===== config.mk =====
export PLATFORM = sky130hd
export DESIGN_NAME = camera_settings_controller
export DESIGN_NICKNAME = d
export VERILOG_FILES = /design/src/rtl/camera_settings_controller.sv
export SDC_FILE = /design/constraint.sdc
export NUM_CORES = 1
export LEC_CHECK = 0
export CAP_MARGIN = 20
export CORE_ASPECT_RATIO = 0.75
export CORE_MARGIN = 2
export CORE_UTILIZATION = 55
export CTS_BUF_LIST = sky130_fd_sc_hd__clkbuf_16
export DETAILED_ROUTE_END_ITERATION = 16
export PLACE_DENSITY = 0.78
export SLEW_MARGIN = 10
export SYNTH_ARGS = -nofsm -noshare
export SYNTH_HDL_FRONTEND = slang
export SYNTH_SLANG_ARGS = --single-unit

===== constraint.sdc =====
create_clock -name clk -period 8.97 [get_ports clk]
set_input_delay 1.794 -clock clk [delete_from_list [all_inputs] [get_ports clk]]
set_output_delay 1.794 -clock clk [all_outputs]
set_load 0.05 [all_outputs]

===== src/rtl/camera_settings_controller.sv =====
// camera_settings_controller: debounced three-button camera settings editor
// with an exposure meter that grades the current settings against the scene light level.
module camera_settings_controller #(
    parameter int DEBOUNCE_CYCLES = 16,
    parameter int ISO_MAX         = 14,
    parameter int SHUTTER_MAX     = 15,
    parameter int FOCAL_MAX       = 11
) (
    input  logic       clk,
    input  logic       rst_n,
    input  logic       btnMode,
    input  logic       btnUp,
    input  logic       btnDown,
    input  logic [3:0] sceneLevel,
    output logic [3:0] isoValue,
    output logic [3:0] shutterSpeedValue,
    output logic [3:0] focalLenghtValue,
    output logic [2:0] brightnessIndicatorValue,
    output logic [1:0] selectInput
);
    localparam int CW = $clog2(DEBOUNCE_CYCLES + 1);

    typedef enum logic [1:0] {S_ISO, S_SHUTTER, S_FOCAL, S_METER} state_t;

    state_t r_state, w_state_next;
    logic [2:0] w_raw, r_sync1, r_sync2, r_level, r_prev, r_pulse;
    logic [CW-1:0] r_cnt [3];
    logic w_mode, w_inc, w_dec;
    logic [3:0] w_iso_next, w_sh_next, w_foc_next;
    logic signed [5:0] w_err;
    logic [2:0] w_bright;

    function automatic logic [3:0] f_step(input logic [3:0] v, input logic [3:0] mx,
                                          input logic inc, input logic dec);
        return inc ? ((v >= mx) ? v : v + 4'd1) : dec ? ((v == 4'd0) ? v : v - 4'd1) : v;
    endfunction

    // bit 0 = mode, bit 1 = up, bit 2 = down
    assign w_raw = {btnDown, btnUp, btnMode};

    always_ff @(posedge clk or negedge rst_n) begin
        if (!rst_n) begin
            r_sync1 <= '0;
            r_sync2 <= '0;
            r_level <= '0;
            r_prev  <= '0;
            r_pulse <= '0;
            for (int i = 0; i < 3; i++) r_cnt[i] <= '0;
        end else begin
            r_sync1 <= w_raw;
            r_sync2 <= r_sync1;
            r_prev  <= r_level;
            r_pulse <= r_level & ~r_prev;
            for (int i = 0; i < 3; i++) begin
                if (r_sync2[i] == r_level[i]) begin
                    r_cnt[i] <= '0;
                end else if (r_cnt[i] == CW'(DEBOUNCE_CYCLES - 1)) begin
                    r_level[i] <= r_sync2[i];
                    r_cnt[i]   <= '0;
                end else begin
                    r_cnt[i] <= r_cnt[i] + 1'b1;
                end
            end
        end
    end

    // A mode press wins over up/down; opposing up/down presses cancel out
    assign w_mode = r_pulse[0];
    assign w_inc  = r_pulse[1] & ~r_pulse[2] & ~w_mode;
    assign w_dec  = r_pulse[2] & ~r_pulse[1] & ~w_mode;

    always_comb begin
        w_state_next = w_mode ? state_t'(r_state + 2'd1) : r_state;
        w_iso_next   = (r_state == S_ISO)     ? f_step(isoValue, 4'(ISO_MAX), w_inc, w_dec) : isoValue;
        w_sh_next    = (r_state == S_SHUTTER) ? f_step(shutterSpeedValue, 4'(SHUTTER_MAX), w_inc, w_dec) : shutterSpeedValue;
        w_foc_next   = (r_state == S_FOCAL)   ? f_step(focalLenghtValue, 4'(FOCAL_MAX), w_inc, w_dec) : focalLenghtValue;
        w_err        = 6'(isoValue) + 6'(shutterSpeedValue) - 6'(focalLenghtValue) - 6'(sceneLevel);
        w_bright     = (w_err < -6'sd2) ? 3'd0 : (w_err > 6'sd2) ? 3'd4 : 3'(w_err + 6'sd2);
    end

    always_ff @(posedge clk or negedge rst_n) begin
        if (!rst_n) begin
            r_state                  <= S_ISO;
            isoValue                 <= 4'd4;
            shutterSpeedValue        <= 4'd10;
            focalLenghtValue         <= 4'd6;
            brightnessIndicatorValue <= 3'd2;
        end else begin
            r_state                  <= w_state_next;
            isoValue                 <= w_iso_next;
            shutterSpeedValue        <= w_sh_next;
            focalLenghtValue         <= w_foc_next;
            brightnessIndicatorValue <= w_bright;
        end
    end

    assign selectInput = r_state;
endmodule


==> Word level (Yosys, flattened, before mapping) <==
Cells that the tools add are included.
{ "totals": {"register_bits": 47, "latchBits": 0, "ramBits": 0, "mem_bits_ro": 0, "input_bits": 9, "mem_count": 0} }
{ "op_classes": {"add_sub_neg": 14, "n_mul": 0, "div": 0, "magnitude_cmp": 5, "n_eq_ne": 14, "shifts": 0, "mux": 20, "bitwise_logic": 12, "reduce_logical": 11} }
{ "ops": {"columns": ["operator", "n"], "rows": [
  ["$mux 4", 12],
  ["$mux 5", 6],
  ["$add 5x1->5 const B", 3],
  ["$eq 5x4->1 const B", 3],
  ["$add 4x1->4 const B", 3],
  ["$ge 4x4->1 const B", 3],
  ["$logic_not 4->1", 3],
  ["$ne 2x2->1 const B", 6],
  ["$reduce_and 4->1", 3],
  ["$sub 4x1->4 const B", 3],
  ["$gt 6x3->1 const B", 1],
  ["$lt 6x2->1 const B", 1],
  ["$mux 3", 2],
  ["$not 1->1", 6],
  ["$reduce_and 2->1", 3],
  ["$sub 5x4->6", 1],
  ["$sub 6x4->6", 1],
  ["$add 4x4->5", 1],
  ["$and 1x1->1", 4],
  ["$add 3x3->3 const B", 1],
  ["$and 3x3->3", 1],
  ["$eq 1x1->1", 3],
  ["$not 3->3", 1],
  ["$add 2x1->2 const B", 1],
  ["4 further kinds", 4]
]} }

==> Depth between registers and ports, before layout <==
Gate-level depths: netlist of the first run.
{ "depth": {"depth_word": 6, "mapped_depth": 13} }

==> Least setup slack after synthesis of the first run <==
No wires, ideal clock.
{ "synth_timing": {"path_type": "input to register", "start": "input sceneLevel[0]", "end": "register brightnessIndicatorValue[0]", "arrival_ps": 4523, "required_ps": 8893, "path_slack_ps": 4369, "stages": 12, "n_path_buf": 0, "cell_sequence": "inv_1 -> fa_1 -> inv_1 -> fa_1 -> inv_1 -> ha_1 -> fa_1 -> a21o_1 -> a21oi_1 -> xnor2_1 -> or4_1 -> a21oi_1"} }
{ "synth_via": {"elab_chain_len": 4} }
{ "synth_rtl": {"columns": ["item", "line_no", "source"], "rows": [
  ["start: declaration", "14", "input logic [3:0] sceneLevel,"],
  ["$sub 6x4->6 *", "77", "w_err = 6'(isoValue) + 6'(shutterSpeedValue) - 6'(focalLenghtValue) - 6'(sceneLevel);"],
  ["$gt 6x3->1 / $add 3x3->3 (equally long branches)", "78", "w_bright = (w_err < -6'sd2) ? 3'd0 : (w_err > 6'sd2) ? 3'd4 : 3'(w_err + 6'sd2);"],
  ["$mux 3", "78", null],
  ["$mux 3 *", "78", null],
  ["net w_bright[0]", "31", "logic [2:0] w_bright;"],
  ["end signal: assignment", "93", "brightnessIndicatorValue <= w_bright;"],
  ["end: declaration", "18", "output logic [2:0] brightnessIndicatorValue,"]
]} }
The timed path passes the listed nets; every way through them passes the cells marked *.
A chain may end at the register's enable or synchronous reset.

==> Final worst setup path of the first run <==
Same ends and word-level chain as after synthesis.

==> flow_metrics.py, run 1 <==
metrics = {
    "timing": {
        "hold_viol_final": 0,
        "slew_headroom_pct": 66.89,
        "rsz0062_at_grt": "no",
        "fin_tns_setup_ps": 0,
        "period_share_pct": 54.77,
        "setup_slack_ps": 4057,
        "max_slew.worst_pin.slew_ps": 495.1,
        "period_needed_ps": 4913,
        "max_freq_mhz": 203.6,
        "skew_ps": 3.029,
        "slew_violations": 0,
        "setup-violations-final": 0,
    },
    "route": {
        "wl_per_cell_um": 13.32,
        "via_count": 1606,
        "wl_um": 4115,
        "vias_per_cell": 5.197,
        "postRouteAntennaNets": 0,
        "route.detailed.drc": 0,
        "first_pass_iters": 4,
        "drtIter0Drc": 64,
    },
    "finish": {
        "final_layout_size_suffix_gt1_share_pct": 10.32,
        "layout.area.seq_um2": 1184,
        "fill_cells": 360,
        "nNetsFinal": 290,
        "areaGrowthSynthToFinish_pct": 18.68,
        "final_cell_mix": "41 x dfrtp_1, 24 x clkdlybuf4s50_1, 23 x inv_1, 19 x ha_1, 16 x nor2_1",
        "multi_input_area_um2": 1262,
        "layout_commonest_cell": "dfrtp_1",
        "diodes": 0,
    },
    "synthesis": {
        "synthArstFlopShare_pct": 100.0,
        "syn_area_um2": 2545,
        "yosysSeqAreaShare_pct": 46.51,
        "synth_seq_cells": 47,
        "synthDistinctLibCells": 41,
        "avgSynthCellArea_um2": 11.57,
        "synth_flop_cell": "dfrtp_1",
        "synth_cells": 220,
        "synth_edf_count": 0,
        "yosysWarnings": 0,
        "syn_nets": 259,
    },
    "job": {
        "drv_cap": 0,
    },
    "floorplanning": {
        "fp.dieW_um": 82.55,
        "die_y_um": 62.91,
        "num_rows": 21,
        "start_util_pct": 56.97,
        "fp.dieArea_um2": 5193,
        "ios": 26,
        "core_um2": 4467,
    },
    "global_route": {
        "met2_usage_pct": 30.75,
        "antenna_found_initial": 0,
        "grt_start_max_net_pins": 48,
        "grt_pass1_wl_um": 7445,
        "grt_usage_pct": 19.01,
        "use_met1_pct": 24.73,
        "top_usage_layer": "met2",
        "grt_remaining_overflow": 0,
        "met3_usage_pct": 5.058,
        "grt_pass1_vias": 1696,
    },
    "worst_setup_path": {
        "cp_num_buf_inv": 5,
        "cp.arrival_ps": 5130,
        "crit_path_max_fanout": 3,
        "worstSetupEndpointType": "flip-flop",
        "critPathSlowestCell": "fa_1",
        "cpMostUsedCell": "inv_1",
        "cpPeakStageDelay_ps": 540,
        "crit_type": "input port to flip-flop",
        "r2r-start": "focalLenghtValue[0]",
        "r2r-end": "brightnessIndicatorValue[0]",
        "reg2reg_depth": 13,
        "r2r_slack_ps": 5470,
        "cp_top_family": "adder cells",
        "worstPathRequired_ps": 9180,
        "cp-start-kind": "input port",
        "worstPathCellList": "clkdlybuf4s50_1 -> inv_1 -> fa_1 -> inv_1 -> fa_1 -> inv_1 -> ha_1 -> fa_1 -> xor2_1 -> inv_1 -> ha_1 -> a21oi_1 -> or4_1 -> a21oi_1",
    },
    "power_and_ir_drop": {
        "vdd_drop_max_v": 0.0001375,
        "leakage_nw": 1.474,
        "p_per_area_nw_per_um2": 148.4,
    },
    "placed_design": {
        "hpwlAfterDp_um": 2968,
        "dp_slack_ps": 3757,
        "port_buffers": 25,
        "gp_congestion": 0.7997,
    },
    "clock_tree": {
        "insertion_delay_ps": 290,
        "cts_max_path_buffers": 2,
        "cts_setup_buffers": 0,
        "clkTransAtPathRegs_ps": 60,
        "tritoncts": "done",
        "cts_sinks": 47,
        "ctsHoldBuffers": 0,
        "clock-root-buffer": "clkbuf_16",
        "cts.htree.levels": 2,
        "cts_buffers": 5,
        "cts-resized-gates": 0,
    },
    "hold_path": {
        "min_from": "r_sync1[2]",
        "holdCritPathClass": "flip-flop to flip-flop",
        "hold_depth": 0,
        "hold_path_end": "r_sync2[2]",
    },
    "status": {
        "run_status": "finished, final reports clean",
    },
}
-- cell usage after synthesis (all sizes together) (2+ instances only) --
cell type / number / share of area [%]
dfrtp: 41 / 40
inv: 24 / 3.5
ha: 19 / 9.3
nor2: 16 / 2.4
xor2: 14 / 4.8
fa: 11 / 8.7
xnor2: 11 / 3.8
a21oi: 10 / 2.0
o21ai: 8 / 1.6
nand2: 7 / 1.0
a21o: 6 / 1.8
dfstp: 6 / 6.2
nand3: 6 / 1.2
and2: 5 / 1.2
mux2: 5 / 2.4
and3: 3 / 0.74
nand4: 3 / 0.74
nor2b: 3 / 0.74
a31oi: 2 / 0.49
nor3: 2 / 0.39
nor3b: 2 / 1.0
-- flip-flops by register name (all words and copies together), names as in the netlist --
signal                    flops
brightnessIndicatorValue      3
focalLenghtValue              4
isoValue                      4
r_cnt                        15
r_level                       3
r_prev                        3
r_pulse                       3
r_sync1                       3
r_sync2                       3
selectInput                   2
shutterSpeedValue             4
-- routing by layer --
| layer | share of wire, % | vias up | routed length [um] |
|---|---|---|---|
| met5 | 0 | - | 0 |
| met4 | 1.5 | 0 | 61 |
| met3 | 3.7 | 7 | 153 |
| met2 | 49 | 28 | 2006 |
| met1 | 46 | 773 | 1893 |
| li1 | - | 798 | - |
-- through the flow --
| stage | hold WS, ps | instances | utilization, % | area [um^2] | power, mW |
|---|---|---|---|---|---|
| 2_1_floorplan | 331.2 | 220 | - | 2545 | 0.2513 |
| 3_3_place_gp | 332.8 | 300 | 63.87 | 2853 | 0.2654 |
| 3_5_place_dp | 334.7 | 300 | 63.87 | 2853 | 0.2668 |
| 4_1_cts | 350.0 | 308 | 67.17 | 3000 | 0.4528 |
| 5_1_grt | 362.9 | 309 | 67.62 | 3020 | 0.4713 |
| 6_report | 348.5 | 309 | 67.62 | 3020 | 0.4481 |
-- worst reg2reg max path, stage by stage, from the launching register on --
cell and delay [ps]:
dfrtp_1 510, inv_1 130, fa_1 500, inv_1 50, fa_1 470, inv_1 40, ha_1 200, fa_1 400
xor2_1 180, inv_1 60, ha_1 140, a21oi_1 80, or4_1 500, a21oi_1 150
-- worst max path at each step --
stage,from,to,slack (ps),depth (start not counted)
after floorplan,sceneLevel[0],brightnessIndicatorValue[0],4370,12
after global placement,sceneLevel[0],brightnessIndicatorValue[0],3840,13
after detailed placement,sceneLevel[0],brightnessIndicatorValue[0],3760,14
after CTS,sceneLevel[0],brightnessIndicatorValue[0],4040,14
after global routing,sceneLevel[0],brightnessIndicatorValue[0],3940,14
final,sceneLevel[0],brightnessIndicatorValue[0],4060,14
-- cells by family (layout without fill, tap and decap cells) --
kind of cell               after synthesis  after routing  synth area share, %
muxes                                    6              6                2.753
AOI/OAI and AO/OA                       33             33                8.948
adders and majority gates               30             30                17.99
DFF                                     47             47                46.51
xor gates and xnor gates                25             25                8.604
and+or+nand+nor                         53             53                11.31
buffers and inverters                   26             58                3.883
-- layout make-up --
type / instances / share of cell area, %
multi-input cells: 147 / 41.80
flip-flops and latches: 47 / 39.19
repair buffers: 26 / 8.782
clock buffers: 5 / 4.142
inverters: 24 / 2.983
well taps: 57 / 2.361
clock inverters: 3 / 0.7456
-- power by group --
part	total (mW)	switching [mW]	internal, mW
Sequential	0.222	0.00346	0.218
Clock	0.185	0.0805	0.104
Combinational	0.0417	0.0243	0.0174
Total	0.448	0.108	0.340
Note: power is estimated with default switching activity, not from simulation.
==> run 2: changes to the inputs <==
==> constraint.sdc (replaced) <==
create_clock -name clk -period 4.8 [get_ports clk]
set_input_delay 0.96 -clock clk [delete_from_list [all_inputs] [get_ports clk]]
set_output_delay 0.96 -clock clk [all_outputs]
set_load 0.05 [all_outputs]
==> results of run 2 <==
The final DEF is identical to that of run 1. Status: finished, final reports clean.
Main changes from that run: final weighted congestion in routability-driven placement 0.7997 -> 0.7996; setup slack after placement 3757 ps -> 421.1 ps; setup slack after layout 4057 ps -> 721.2 ps; register-to-register setup slack 5470 ps -> 1300 ps; total power 0.4481 mW -> 0.8374 mW; worst IR drop on VDD 0.0001375 V -> 0.0002569 V
